<file path="src/rtl/sdram_req_arbiter_if.sv">
// Bundle of both master req/ack ports and the SDRAM controller strobe interface.
// The slave modport is the arbiter's view; the master modport is the surrounding system's view.
interface sdram_req_arbiter_if #(
  parameter int ADDR_W = 25
);
  logic              a_req;
  logic              a_we;
  logic [ADDR_W-1:0] a_addr;
  logic [7:0]        a_din;
  logic [7:0]        a_dout;
  logic              a_ack;

  logic              b_req;
  logic              b_we;
  logic [ADDR_W-1:0] b_addr;
  logic [7:0]        b_din;
  logic [7:0]        b_dout;
  logic              b_ack;

  logic              sd_init;
  logic [ADDR_W-1:0] sd_addr;
  logic [7:0]        sd_din;
  logic [7:0]        sd_dout;
  logic              sd_rd;
  logic              sd_we;
  logic              sd_ready;

  modport slave (
    input  a_req, a_we, a_addr, a_din,
    output a_dout, a_ack,
    input  b_req, b_we, b_addr, b_din,
    output b_dout, b_ack,
    output sd_init, sd_addr, sd_din, sd_rd, sd_we,
    input  sd_dout, sd_ready
  );

  modport master (
    output a_req, a_we, a_addr, a_din,
    input  a_dout, a_ack,
    output b_req, b_we, b_addr, b_din,
    input  b_dout, b_ack,
    input  sd_init, sd_addr, sd_din, sd_rd, sd_we,
    output sd_dout, sd_ready
  );
endinterface

</file>
<file path="src/rtl/sdram_req_arbiter.sv">
// Round-robin arbiter putting a CPU port and a loader/DMA port onto one byte-wide SDRAM controller.
// Converts level req/ack handshakes into edge-sensitive rd/we strobes and sequences controller init.
module sdram_req_arbiter #(
  parameter int ADDR_W      = 25,
  parameter int INIT_CYCLES = 4,
  parameter int GAP_CYCLES  = 1
) (
  input logic                clk,
  input logic                reset_n,
  sdram_req_arbiter_if.slave bus
);
  typedef enum logic [2:0] {S_INIT, S_BOOT, S_IDLE, S_STROBE, S_HOLD, S_POLL, S_GAP} state_t;

  localparam int CNT_MAX = (INIT_CYCLES > GAP_CYCLES) ? INIT_CYCLES : GAP_CYCLES;
  localparam int CNT_W   = (CNT_MAX > 1) ? $clog2(CNT_MAX) : 1;
  localparam logic [CNT_W-1:0] INIT_LAST = CNT_W'(INIT_CYCLES - 1);
  localparam logic [CNT_W-1:0] GAP_LAST  = CNT_W'(GAP_CYCLES - 1);

  state_t            state, state_nxt;
  logic [CNT_W-1:0]  cnt;
  logic              last_b;
  logic              cur_b;
  logic              cur_we;
  logic              grant_b;
  logic              take;
  logic              done;
  logic              strobe_on;
  logic              grant_we;
  logic [ADDR_W-1:0] grant_addr;
  logic [7:0]        grant_din;

  // cnt restarts on every state change, so it times both INIT and GAP
  always_ff @(posedge clk or negedge reset_n) begin
    if (!reset_n) begin
      state <= S_INIT;
      cnt   <= '0;
    end else begin
      state <= state_nxt;
      cnt   <= (state_nxt != state) ? '0 : cnt + 1'b1;
    end
  end

  always_comb begin
    state_nxt = state;
    case (state)
      S_INIT:   if (cnt == INIT_LAST) state_nxt = S_BOOT;
      S_BOOT:   if (bus.sd_ready) state_nxt = S_IDLE;
      S_IDLE:   if (bus.a_req || bus.b_req) state_nxt = S_STROBE;
      S_STROBE: state_nxt = S_HOLD;
      // ready only falls one edge after the controller sees the strobe, so HOLD ignores it
      S_HOLD:   state_nxt = S_POLL;
      S_POLL:   if (bus.sd_ready) state_nxt = S_GAP;
      S_GAP:    if (cnt == GAP_LAST) state_nxt = S_IDLE;
      default:  state_nxt = S_INIT;
    endcase
  end

  always_comb begin
    grant_b     = bus.b_req && (!bus.a_req || !last_b);
    take        = (state == S_IDLE) && (bus.a_req || bus.b_req);
    done        = (state == S_POLL) && bus.sd_ready;
    grant_we    = grant_b ? bus.b_we   : bus.a_we;
    grant_addr  = grant_b ? bus.b_addr : bus.a_addr;
    grant_din   = grant_b ? bus.b_din  : bus.a_din;
    strobe_on   = (state == S_STROBE) || (state == S_HOLD) || (state == S_POLL);
    bus.sd_init = (state == S_INIT);
    bus.sd_rd   = strobe_on && !cur_we;
    bus.sd_we   = strobe_on && cur_we;
  end

  always_ff @(posedge clk or negedge reset_n) begin
    if (!reset_n) begin
      last_b      <= 1'b1;
      cur_b       <= 1'b0;
      cur_we      <= 1'b0;
      bus.sd_addr <= '0;
      bus.sd_din  <= '0;
      bus.a_ack   <= 1'b0;
      bus.b_ack   <= 1'b0;
      bus.a_dout  <= '0;
      bus.b_dout  <= '0;
    end else begin
      bus.a_ack <= 1'b0;
      bus.b_ack <= 1'b0;
      if (take) begin
        last_b      <= grant_b;
        cur_b       <= grant_b;
        cur_we      <= grant_we;
        bus.sd_addr <= grant_addr;
        bus.sd_din  <= grant_din;
      end
      if (done) begin
        if (cur_b) bus.b_ack <= 1'b1;
        else       bus.a_ack <= 1'b1;
        if (!cur_we) begin
          if (cur_b) bus.b_dout <= bus.sd_dout;
          else       bus.a_dout <= bus.sd_dout;
        end
      end
    end
  end
endmodule

</file>
<file path="src/flat_wrapper.sv">
// flat-port wrapper written by rule: the top's interface ports become plain ports
module sdram_req_arbiter_flat 
#(
  parameter int ADDR_W      = 25,
  parameter int INIT_CYCLES = 4,
  parameter int GAP_CYCLES  = 1
)
  (clk, reset_n, bus_a_req, bus_a_we, bus_a_addr, bus_a_din, bus_a_dout, bus_a_ack, bus_b_req, bus_b_we, bus_b_addr, bus_b_din, bus_b_dout, bus_b_ack, bus_sd_init, bus_sd_addr, bus_sd_din, bus_sd_rd, bus_sd_we, bus_sd_dout, bus_sd_ready);
  sdram_req_arbiter_if #(.ADDR_W(ADDR_W)) bus_i ();
  input logic clk;
  input logic reset_n;
  input wire logic [$bits(bus_i.a_req)-1:0] bus_a_req;
  input wire logic [$bits(bus_i.a_we)-1:0] bus_a_we;
  input wire logic [$bits(bus_i.a_addr)-1:0] bus_a_addr;
  input wire logic [$bits(bus_i.a_din)-1:0] bus_a_din;
  output wire logic [$bits(bus_i.a_dout)-1:0] bus_a_dout;
  output wire logic [$bits(bus_i.a_ack)-1:0] bus_a_ack;
  input wire logic [$bits(bus_i.b_req)-1:0] bus_b_req;
  input wire logic [$bits(bus_i.b_we)-1:0] bus_b_we;
  input wire logic [$bits(bus_i.b_addr)-1:0] bus_b_addr;
  input wire logic [$bits(bus_i.b_din)-1:0] bus_b_din;
  output wire logic [$bits(bus_i.b_dout)-1:0] bus_b_dout;
  output wire logic [$bits(bus_i.b_ack)-1:0] bus_b_ack;
  output wire logic [$bits(bus_i.sd_init)-1:0] bus_sd_init;
  output wire logic [$bits(bus_i.sd_addr)-1:0] bus_sd_addr;
  output wire logic [$bits(bus_i.sd_din)-1:0] bus_sd_din;
  output wire logic [$bits(bus_i.sd_rd)-1:0] bus_sd_rd;
  output wire logic [$bits(bus_i.sd_we)-1:0] bus_sd_we;
  input wire logic [$bits(bus_i.sd_dout)-1:0] bus_sd_dout;
  input wire logic [$bits(bus_i.sd_ready)-1:0] bus_sd_ready;
  assign bus_i.a_req = bus_a_req;
  assign bus_i.a_we = bus_a_we;
  assign bus_i.a_addr = bus_a_addr;
  assign bus_i.a_din = bus_a_din;
  assign bus_a_dout = bus_i.a_dout;
  assign bus_a_ack = bus_i.a_ack;
  assign bus_i.b_req = bus_b_req;
  assign bus_i.b_we = bus_b_we;
  assign bus_i.b_addr = bus_b_addr;
  assign bus_i.b_din = bus_b_din;
  assign bus_b_dout = bus_i.b_dout;
  assign bus_b_ack = bus_i.b_ack;
  assign bus_sd_init = bus_i.sd_init;
  assign bus_sd_addr = bus_i.sd_addr;
  assign bus_sd_din = bus_i.sd_din;
  assign bus_sd_rd = bus_i.sd_rd;
  assign bus_sd_we = bus_i.sd_we;
  assign bus_i.sd_dout = bus_sd_dout;
  assign bus_i.sd_ready = bus_sd_ready;
  sdram_req_arbiter #(.ADDR_W(ADDR_W), .INIT_CYCLES(INIT_CYCLES), .GAP_CYCLES(GAP_CYCLES)) u_core (.clk(clk), .reset_n(reset_n), .bus(bus_i));
endmodule
</file>
<file path="config.mk">
export PLATFORM = sky130hd
export DESIGN_NAME = sdram_req_arbiter_flat
export DESIGN_NICKNAME = d
export VERILOG_FILES = /design/src/rtl/sdram_req_arbiter_if.sv /design/src/rtl/sdram_req_arbiter.sv /design/src/flat_wrapper.sv
export SDC_FILE = /design/constraint.sdc
export NUM_CORES = 1
export LEC_CHECK = 0
export BUFFER_PORTS_ARGS = -buffer_cell sky130_fd_sc_hd__clkbuf_2
export CAP_MARGIN = 20
export CORE_MARGIN = 8
export CORE_UTILIZATION = 45
export DETAILED_ROUTE_END_ITERATION = 8
export PLACE_DENSITY = 0.77
export SLEW_MARGIN = 5
export SYNTH_ARGS = -nofsm -noshare
export SYNTH_HDL_FRONTEND = slang
export SYNTH_SLANG_ARGS = --single-unit
</file>
<file path="constraint.sdc">
create_clock -name clk -period 4.5 [get_ports clk]
set_clock_uncertainty 0.05 [all_clocks]
set_input_delay 0.45 -clock clk [delete_from_list [all_inputs] [get_ports clk]]
set_output_delay 0.45 -clock clk [all_outputs]
set_load 0.005 [all_outputs]
</file>
==> metrics.cfg, run 1 <==
[global_routing]
globalRouteTotalUtil=0.171
antenna_found_initial=0
grt_max_degree=60
grt_overflow=0
grt_pass1_wl_um=11800
grt_pass1_vias=2416

[timing]
holdWs_ns=0.214
final-hold-violation-count=0
fmax_mhz=411
worst_pin_slew_ns=0.877
rsz0062_at_grt=false
maxSlewHeadroom=0.412
min_period_ns=2.43
fin_crit_sh=0.540
setup-tns-final_ns=0
setup-violations-final=0
maxSlewViolCount=0

[run_status]
status=complete, no violations

[drt]
totalWireLength_um=7360
viasPerCell=5.50
avgRoutedWirePerCell_um=18.0
drtAntennaViolNets=0
drtIter0Drc=60
dr.pass1.iters=4
num_vias=2255
drcViolationCount=0

[floorplan]
die_x_um=93.0
coreArea_mm2=0.00582
io_pins=135
rows=28
dieHeight_um=93.0
die_area_mm2=0.00864
initial_utilization=0.458

[clocking]
htree_levels=3
clkLatencyLatePin_ns=0.33
clk_path_buf_depth=2
cts-buffers-inserted=9
root_buffer=clkbuf_8
post_cts_buffers=0
cts-hold-fix-buffers=0
cts_resized=0
cts.sinks=59
cts_tree=yes
clk_pin_slew_ns=0.06

[worst_setup_path]
crit_path_end_kind=flip-flop
critPathMaxFanout=38
rrSetupSlack_ns=2.07
critPathArrivalTime_ns=2.63
criticalPathCategory=reg -> reg
ff2ff_path_depth=5
crit_required_ns=4.70
reg2reg_to=u_core.bus.sd_addr[9]
startpoint_type=flip-flop
reg2reg_from=u_core.state[2]

[finish]
postLayoutCoreUtil=0.611
antenna_cells=0
area_delta_synth_final_pct=33.3
drive_above_1_share=0.525
fin_nets=415

[logic_synthesis]
synthSimpleGateAreaFrac=0.0479
synth_seq_cells=59
post-synth-top-area-cell=dfrtp_1
synth_fp_nets=288
synth_top_area_frac=0.544
synth_commonest_cells=dfrtp_1 (58), a2bb2oi_1 (34), o32ai_1 (34)
synth_compound_area_frac=0.253
synthTopCellsByArea=dfrtp_1 (54%), a2bb2oi_1 (11%), o32ai_1 (11%)
ys_warn_count=0
yosys.area_share.xor_xnor=0
async_flop_share=1.00
synth_cells=205
post-synth-top-count-cell=dfrtp_1
syn-cell-area_mm2=0.00267
avgSynthCellArea_um2=13.0
synthMuxAreaShare=0.0831
ys_seq_area_frac=0.554
yosys.area_share.adder=0.00939
synth.distinct_cells=33
synth_edf_count=0
synth_top_family_by_area=compound AO/OA/AOI/OAI gates
ys.flop_type=dfrtp_1

[power_and_ir_drop]
p_leak_uw=0.00178
ir_drop_v=0.000353
p_per_area_mw_per_mm2=630

[flow_run]
cap_violations=0

[placed_design]
portBuffers=134
dp_hpwl_um=5480
gp_congestion=0.756

[worst_hold_path]
hold_class=in -> async

==> critical path, stage by stage (launching register included) <==
cell,delay [ns]
dfrtp_1,0.50
nor3b_4,0.22
buf_4,0.39
o21a_1,0.63
buf_4,0.36
a2bb2oi_1,0.19
==> cell type report <==
cell class              instances  area [um^2]
clock buffers                  12          165
multi-input cells             118         1060
fillers                       503         2260
inverters                       6         22.5
clock inverters                 2         35.0
well taps                      75         93.8
flip-flops and latches         59         1480
repair buffers                138          701
==> worst max-delay path by stage <==
stage / endpoint / depth (start not counted) / start / slack, ns
after CTS: u_core.bus.sd_addr[9] / 5 / u_core.state[2] / 2.03
after detailed placement: u_core.bus.sd_addr[12] / 5 / u_core.state[2] / 2.05
final: u_core.bus.sd_addr[9] / 5 / u_core.state[2] / 2.07
after global placement: u_core.cur_we / 5 / u_core.state[2] / 2.19
after floorplan: bus_sd_we / 3 / u_core.state[2] / 2.91
after global routing: u_core.bus.sd_addr[6] / 5 / u_core.state[2] / 1.89
==> cell families after synthesis <==
logic type | count (synthesis)
compound gates | 80
flops | 59
buf+inv | 28
simple gates | 19
mux | 17
fa+ha+maj | 2
==> routing by layer <==
metal	wire length (um)	part of all wire	track usage	vias up
li1	-	-	-	1067
met1	2950	0.40	0.192	1083
met2	3470	0.47	0.269	95
met3	811	0.11	0.0785	10
met4	136	0.018	0.0859	0
met5	0	0	0	-
==> registers in the layout, indices dropped and copies added, names as in the netlist <==
signal              flops
u_core.bus.b_dout       8
u_core.bus.sd_din       8
u_core.state            3
u_core.last_b           1
u_core.bus.a_dout       8
u_core.bus.b_ack        1
u_core.cnt              2
u_core.bus.a_ack        1
u_core.cur_b            1
u_core.cur_we           1
u_core.bus.sd_addr     25
==> power by group <==
| part | internal (uW) | switching (uW) |
|---|---|---|
| clock | 294 | 189 |
| combinational | 451 | 378 |
| sequential | 764 | 162 |
| total | 1510 | 729 |
==> stage by stage <==
stage          cells  area, um^2  setup WS, ns  power, uW
2_1_floorplan    205        2670          2.91       1400
3_3_place_gp     396        3350          2.19       1740
3_5_place_dp     396        3350          2.05       1780
4_1_cts          410        3550          2.03       2270
5_1_grt          410        3550          1.89       2390
6_report         410        3550          2.07       2240
==> placed cells by master, fill, tap and decap left out <==
cell | netlist | final
nand4b_4 | 1 | 1
or3_1 | 2 | 2
clkbuf_2 | 0 | 134
a21oi_1 | 3 | 3
mux2_2 | 9 | 9
a31oi_1 | 1 | 1
buf_4 | 4 | 4
mux2_4 | 8 | 8
nor3b_4 | 0 | 1
o32ai_1 | 34 | 34
bufinv_16 | 0 | 1
clkinv_1 | 1 | 1
clkbuf_8 | 0 | 12
dfrtp_1 | 58 | 58
nor4b_1 | 1 | 1
nor3_2 | 1 | 1
o221a_2 | 1 | 1
a21boi_0 | 1 | 1
dfstp_2 | 1 | 1
nor3_1 | 2 | 2
nand3_1 | 1 | 1
clkinv_2 | 0 | 1
inv_1 | 5 | 5
nand2_1 | 3 | 3
a21bo_2 | 1 | 1
ha_1 | 2 | 2
o21a_1 | 1 | 1
a21o_1 | 1 | 1
nor2_1 | 4 | 4
nor2b_2 | 0 | 1
nor2b_1 | 2 | 1
o21ai_0 | 3 | 3
a2bb2oi_1 | 34 | 34
nor4_1 | 1 | 1
No activity file was read; power rests on OpenSTA's default activity.
==> run 2: changes to the inputs <==
- CORE_UTILIZATION: 45 -> 41
- PLACE_DENSITY: 0.77 -> 0.74
- clock period: 4.5 -> 2.15 ns (I/O delays scaled with it)
==> run 2 against run 1 <==
Register-to-register slack got worse by 1.7 ns. Combinational power rose by 120%. Critical path type is now reg -> out. Routed wire length rose by 0.42%. Total power rose by 110%. Setup slack got worse by 1.8 ns. Non-clock buffer count rose by 6. Sequential share of layout area fell by 0.91 points. Final cell count rose by 2.4%. Sequential cell count did not move. First-iteration DRC count rose by 10%. Core utilization fell by 3.5 points. Critical path depth fell by 1.
==> metrics.cfg, run 2 (same netlist as run 1, synthesis figures left out) <==
[drt]
drcViolationCount=0  ; unchanged
viasPerCell=5.39  ; was 5.50
num_vias=2265  ; was 2255
avgRoutedWirePerCell_um=17.6  ; was 18.0 um
totalWireLength_um=7390  ; was 7360 um
drtIter0Drc=66  ; was 60
drtAntennaViolNets=0  ; unchanged
dr.pass1.iters=4  ; unchanged

[timing]
worst_pin_slew_ns=0.693  ; was 0.877 ns
setup-violations-final=0  ; unchanged
fin_crit_sh=0.861
holdWs_ns=0.0717  ; was 0.214 ns
setup-tns-final_ns=0  ; unchanged
rsz0062_at_grt=false  ; unchanged
fmax_mhz=540
setup_slack_ns=0.299  ; was 2.07 ns
min_period_ns=1.85
final-hold-violation-count=0  ; unchanged
maxSlewHeadroom=0.538  ; was 0.412
maxSlewViolCount=0  ; unchanged

[finish]
top_register=u_core.bus.sd_addr  ; unchanged
mostFrequentLayoutCell=clkbuf_2  ; unchanged
fin_nets=421  ; was 415
antenna_cells=0  ; unchanged
drive_above_1_share=0.534  ; was 0.525
layout_common_cells=clkbuf_2 (134), dfrtp_1 (57), o32ai_1 (34), a2bb2oi_1 (34), clkbuf_8 (10)  ; was clkbuf_2 (134), dfrtp_1 (58), o32ai_1 (34), a2bb2oi_1 (34), clkbuf_8 (12)
largest_reg_flops=25  ; unchanged
area_delta_synth_final_pct=36.4  ; was 33.3%

[worst_setup_path]
cp_slowest_cell=dfrtp_2  ; was o21a_1
crit_path_end_kind=output pin  ; was flip-flop
cp_top_family=flip-flops  ; was compound AO/OA/AOI/OAI gates
crit_required_ns=1.88  ; was 4.70 ns
critPathMaxFanout=9  ; was 38
crit_chain=inv_1 > or3_1 > a21boi_0 > clkbuf_2  ; was nor3b_4 > buf_4 > o21a_1 > buf_4 > a2bb2oi_1
crit_buf_inv=2  ; unchanged
startpoint_type=flip-flop  ; unchanged
critPathMaxStageDelay_ns=0.48  ; was 0.63 ns
criticalPathCategory=reg -> out  ; was reg -> reg
critPathArrivalTime_ns=1.59  ; was 2.63 ns

[power_and_ir_drop]
p_total_uw=4700  ; was 2240 uW
p_leak_uw=0.00181  ; was 0.00178 uW
p_per_area_mw_per_mm2=1290  ; was 630 mW/mm^2
ir_drop_v=0.000661  ; was 0.000353 V

[placed_design]
gp_congestion=0.784  ; was 0.756
pre_cts_ws_ns=0.322  ; was 2.05 ns
portBuffers=134  ; unchanged
dp_hpwl_um=5770  ; was 5480 um

[global_routing]
grt_max_degree=35  ; was 60
grt_pass1_wl_um=12500  ; was 11800 um
grt_pass1_vias=2582  ; was 2416
antenna_found_initial=0  ; unchanged
globalRouteTotalUtil=0.161  ; was 0.171
grt_overflow=0  ; unchanged

[floorplan]
die_area_mm2=0.00934  ; was 0.00864 mm^2
dieHeight_um=96.6  ; was 93.0 um
die_x_um=96.6  ; was 93.0 um
io_pins=135  ; unchanged
rows=29  ; was 28
initial_utilization=0.422  ; was 0.458
coreArea_mm2=0.00631  ; was 0.00582 mm^2

[clocking]
root_buffer=clkbuf_8  ; unchanged
htree_levels=3  ; unchanged
cts_tree=yes  ; unchanged
cts-buffers-inserted=9  ; unchanged
clk_path_buf_depth=2  ; unchanged
cts.sinks=59  ; unchanged
clkLatencyLatePin_ns=0.33  ; about the same
post_cts_buffers=0  ; unchanged
clk_pin_slew_ns=0.06  ; about the same

[flow_run]
cap_violations=0  ; unchanged

[worst_hold_path]
hold_class=in -> reg  ; was in -> async

[run_status]
status=complete, no violations  ; unchanged

## run 2: cell count changes in the layout (fill, tap and decap cells not counted)
cell / before / now
clkbuf_8: 12 / 10
dfrtp_2: 0 / 1
dfrtp_1: 58 / 57
buf_12: 0 / 3
clkbuf_1: 0 / 1
clkinvlp_4: 0 / 1
clkinv_2: 1 / 3
buf_4: 4 / 6
dlygate4sd3_1: 0 / 1
## run 2: cell type report
| class | instances | area, um^2 |
|---|---|---|
| multi-input cells | 118 | 1060 |
| clock buffers | 11 | 141 |
| fillers | 555 | 2680 |
| repair buffers | 144 | 786 |
| inverters | 6 | 22.5 |
| well taps | 77 | 96.3 |
| flip-flops and latches | 59 | 1480 |
| clock inverters | 5 | 52.6 |
## run 2: power breakdown
| group | total, uW | switching (uW) | internal [uW] |
|---|---|---|---|
| clock network | 977 | 417 | 560 |
| logic | 1790 | 804 | 989 |
| registers | 1930 | 326 | 1600 |
| total | 4700 | 1550 | 3150 |
## run 2: final timing paths
check | start | end | slack, ns | depth (start not counted)
worst min-delay path | bus_a_req | u_core.last_b | 0.07 | 2
worst min register to register | u_core.cur_b | u_core.bus.a_ack | 0.41 | 1
min in group asynchronous | reset_n | u_core.bus.b_dout[5] | 0.42 | 2
worst max-delay path | u_core.state[0] | bus_sd_we | 0.30 | 4
max in group asynchronous | reset_n | u_core.last_b | 0.94 | 3
worst max register to register | u_core.state[2] | u_core.bus.a_dout[1] | 0.35 | 3
## run 2: stage by stage
stage,instance area (um^2),cells,util
floorplan,2670,205,-
CTS,3630,420,0.576
detailed placement,3430,403,0.543
global route,3640,420,0.576
global placement,3430,403,0.543
finish,3640,420,0.576
## run 2: layer usage
metal / share of wire / track usage
met5: 0 / 0
met4: 0.012 / 0.0497
met3: 0.092 / 0.0775
met2: 0.48 / 0.266
met1: 0.41 / 0.179
## run 2: what timing repair did
item	4_1_cts	5_1_grt
resized for setup	0	1
hold buffers	1	0
endpoints found under the hold margin	25	0
setup endpoints to repair	0	1
==> run 3: changes to the inputs <==
- RECOVER_POWER: unset -> 100
==> run 3 against run 2 <==
Non-clock buffer count unchanged. Sequential share of layout area up 1.4 points. Combinational power down 7%. Hold slack worse by 0.017 ns. Final cell count unchanged. Core utilization down 1.9 points. Largest power group unchanged.
==> metrics.cfg, run 3 (same netlist as run 1, synthesis figures left out) <==
[floorplan]
coreArea_mm2=0.00631  ; unchanged
dieHeight_um=96.6  ; unchanged
initial_utilization=0.422  ; unchanged
io_pins=135  ; unchanged
rows=29  ; unchanged
die_area_mm2=0.00934  ; unchanged
die_x_um=96.6  ; unchanged

[global_routing]
grt_pass1_wl_um=12500  ; unchanged
grt_pass1_vias=2582  ; unchanged
grt_max_degree=35  ; unchanged
antenna_found_initial=0  ; unchanged
grt_overflow=0  ; unchanged
globalRouteTotalUtil=0.161  ; unchanged

[clocking]
clk_path_buf_depth=2  ; unchanged
cts_tree=yes  ; unchanged
htree_levels=3  ; unchanged
clk_pin_slew_ns=0.07  ; was 0.06 ns
clkLatencyLatePin_ns=0.33  ; about the same
post_cts_buffers=0  ; unchanged
root_buffer=clkbuf_8  ; unchanged
cts.sinks=59  ; unchanged
cts-buffers-inserted=9  ; unchanged

[worst_hold_path]
min_delay_path_depth=2  ; unchanged
hold_class=in -> reg  ; unchanged
hold-path-endpoint=u_core.bus.a_dout[2]  ; was u_core.last_b
worstHoldStart=bus_sd_dout[2]  ; was bus_a_req

[finish]
filler_cell_count=588  ; was 555
largest_reg_flops=25  ; unchanged
drive_above_1_share=0.370  ; was 0.534
design_area_mm2=0.00351  ; was 0.00364 mm^2
layout_common_cells=clkbuf_2 (91), dfrtp_1 (57), clkbuf_1 (46), o32ai_1 (34), a2bb2oi_1 (34)  ; was clkbuf_2 (134), dfrtp_1 (57), o32ai_1 (34), a2bb2oi_1 (34), clkbuf_8 (10)
antenna_cells=0  ; unchanged
mostFrequentLayoutCell=clkbuf_2  ; unchanged
finalNonFillerCells=420  ; unchanged
top_register=u_core.bus.sd_addr  ; unchanged
area_delta_synth_final_pct=31.8  ; was 36.4%
fin_nets=421  ; unchanged

[placed_design]
portBuffers=134  ; unchanged
place_inst=403  ; unchanged
pre_cts_ws_ns=0.322  ; unchanged
dpl_cell_area_mm2=0.00343  ; unchanged
gp_congestion=0.784  ; unchanged
dp_hpwl_um=5770  ; unchanged

[drt]
drtAntennaViolNets=0  ; unchanged
dr.pass1.iters=4  ; unchanged
drcViolationCount=0  ; unchanged
num_vias=2258  ; was 2265
totalWireLength_um=7440  ; was 7390 um
viasPerCell=5.38  ; was 5.39
drtIter0Drc=56  ; was 66
avgRoutedWirePerCell_um=17.7  ; was 17.6 um

[timing]
final-hold-violation-count=0  ; unchanged
maxSlewViolCount=0  ; unchanged
setup_slack_ns=0.290  ; was 0.299 ns
fmax_mhz=538  ; was 540 MHz
fin_crit_sh=0.865  ; was 0.861
rsz0062_at_grt=false  ; unchanged
maxSlewHeadroom=0.00554  ; was 0.538
worst_pin_slew_ns=1.49  ; was 0.693 ns
min_period_ns=1.86  ; was 1.85 ns
setup-violations-final=0  ; unchanged
setup-tns-final_ns=0  ; unchanged

[worst_setup_path]
critPathMaxStageDelay_ns=0.44  ; was 0.48 ns
ff2ff_path_depth=4  ; was 3
startpoint_type=flip-flop  ; unchanged
reg2reg_to=u_core.bus.b_dout[2]  ; was u_core.bus.a_dout[1]
crit_path_end_kind=flip-flop  ; was output pin
cp_top_family=simple AND/OR/NAND/NOR gates  ; was flip-flops
cp_num_cells=4  ; unchanged
crit_required_ns=2.32  ; was 1.88 ns
rrSetupSlack_ns=0.29  ; was 0.35 ns
criticalPathCategory=reg -> reg  ; was reg -> out
reg2reg_from=u_core.state[1]  ; was u_core.state[2]
crit_buf_inv=1  ; was 2
crit_path_start=u_core.state[1]  ; was u_core.state[0]
critPathArrivalTime_ns=2.03  ; was 1.59 ns
cp_slowest_cell=dfrtp_1  ; was dfrtp_2
critPathMaxFanout=8  ; was 9
crit_chain=nand4b_1 > nor3_1 > clkbuf_1 > mux2_2  ; was inv_1 > or3_1 > a21boi_0 > clkbuf_2

[power_and_ir_drop]
p_leak_uw=0.00163  ; was 0.00181 uW
p_per_area_mw_per_mm2=1290  ; about the same
ir_drop_v=0.000660  ; was 0.000661 V

[run_status]
status=complete, no violations  ; unchanged

[flow_run]
cap_violations=0  ; unchanged

-- run 3: per-stage QoR --
stage               utilization  hold slack [ns]  power, uW
CTS                       0.576           0.0549       4780
finish                    0.556           0.0542       4550
detailed placement        0.543            0.240       3770
floorplan                     -           -0.131       2940
global placement          0.543            0.224       3690
global route              0.556           0.0418       4880
-- run 3: how the worst max path moves through the flow --
stage          slack (ns)                endpoint
4_1_cts              0.15               bus_sd_we
3_3_place_gp         0.41    u_core.bus.a_dout[3]
2_1_floorplan        0.62    u_core.bus.a_dout[0]
3_5_place_dp         0.32    u_core.bus.a_dout[1]
5_1_grt              0.09  u_core.bus.sd_addr[18]
6_report             0.29    u_core.bus.b_dout[2]
-- run 3: worst register-to-register path: stages (launching register included) --
cell and delay, ns:
dfrtp_1 0.44, nand4b_1 0.28, nor3_1 0.18, clkbuf_1 0.40, mux2_2 0.39
-- run 3: area by class of cell --
| class | instances | area (um^2) | area share |
|---|---|---|---|
| clock buffer | 11 | 141 | 0.0402 |
| clock inverter | 5 | 52.6 | 0.0150 |
| sequential | 59 | 1480 | 0.421 |
| tap | 77 | 96.3 | 0.0274 |
| timing repair buffer | 144 | 724 | 0.206 |
| multi-input combinational | 118 | 997 | 0.284 |
| inverter | 6 | 22.5 | 0.00641 |
-- run 3: timing repair --
| item | CTS | global route |
|---|---|---|
| endpoints found under the setup margin | 0 | 1 |
| gates resized for setup | 0 | 1 |
| hold endpoints to repair | 25 | 0 |
| hold buffers | 1 | 0 |
-- run 3: layer usage --
metal | up-vias | part of all wire | GRT usage
met5 | - | 0 | 0
met4 | 0 | 0.0097 | 0.0497
met3 | 7 | 0.096 | 0.0775
met2 | 91 | 0.48 | 0.266
met1 | 1077 | 0.42 | 0.179
li1 | 1083 | - | -
-- run 3: report_power, final --
part           internal [uW]  leakage, uW  switching, uW
clock network            560    0.0000991            422
registers               1600     0.000694            302
logic                    853     0.000836            809
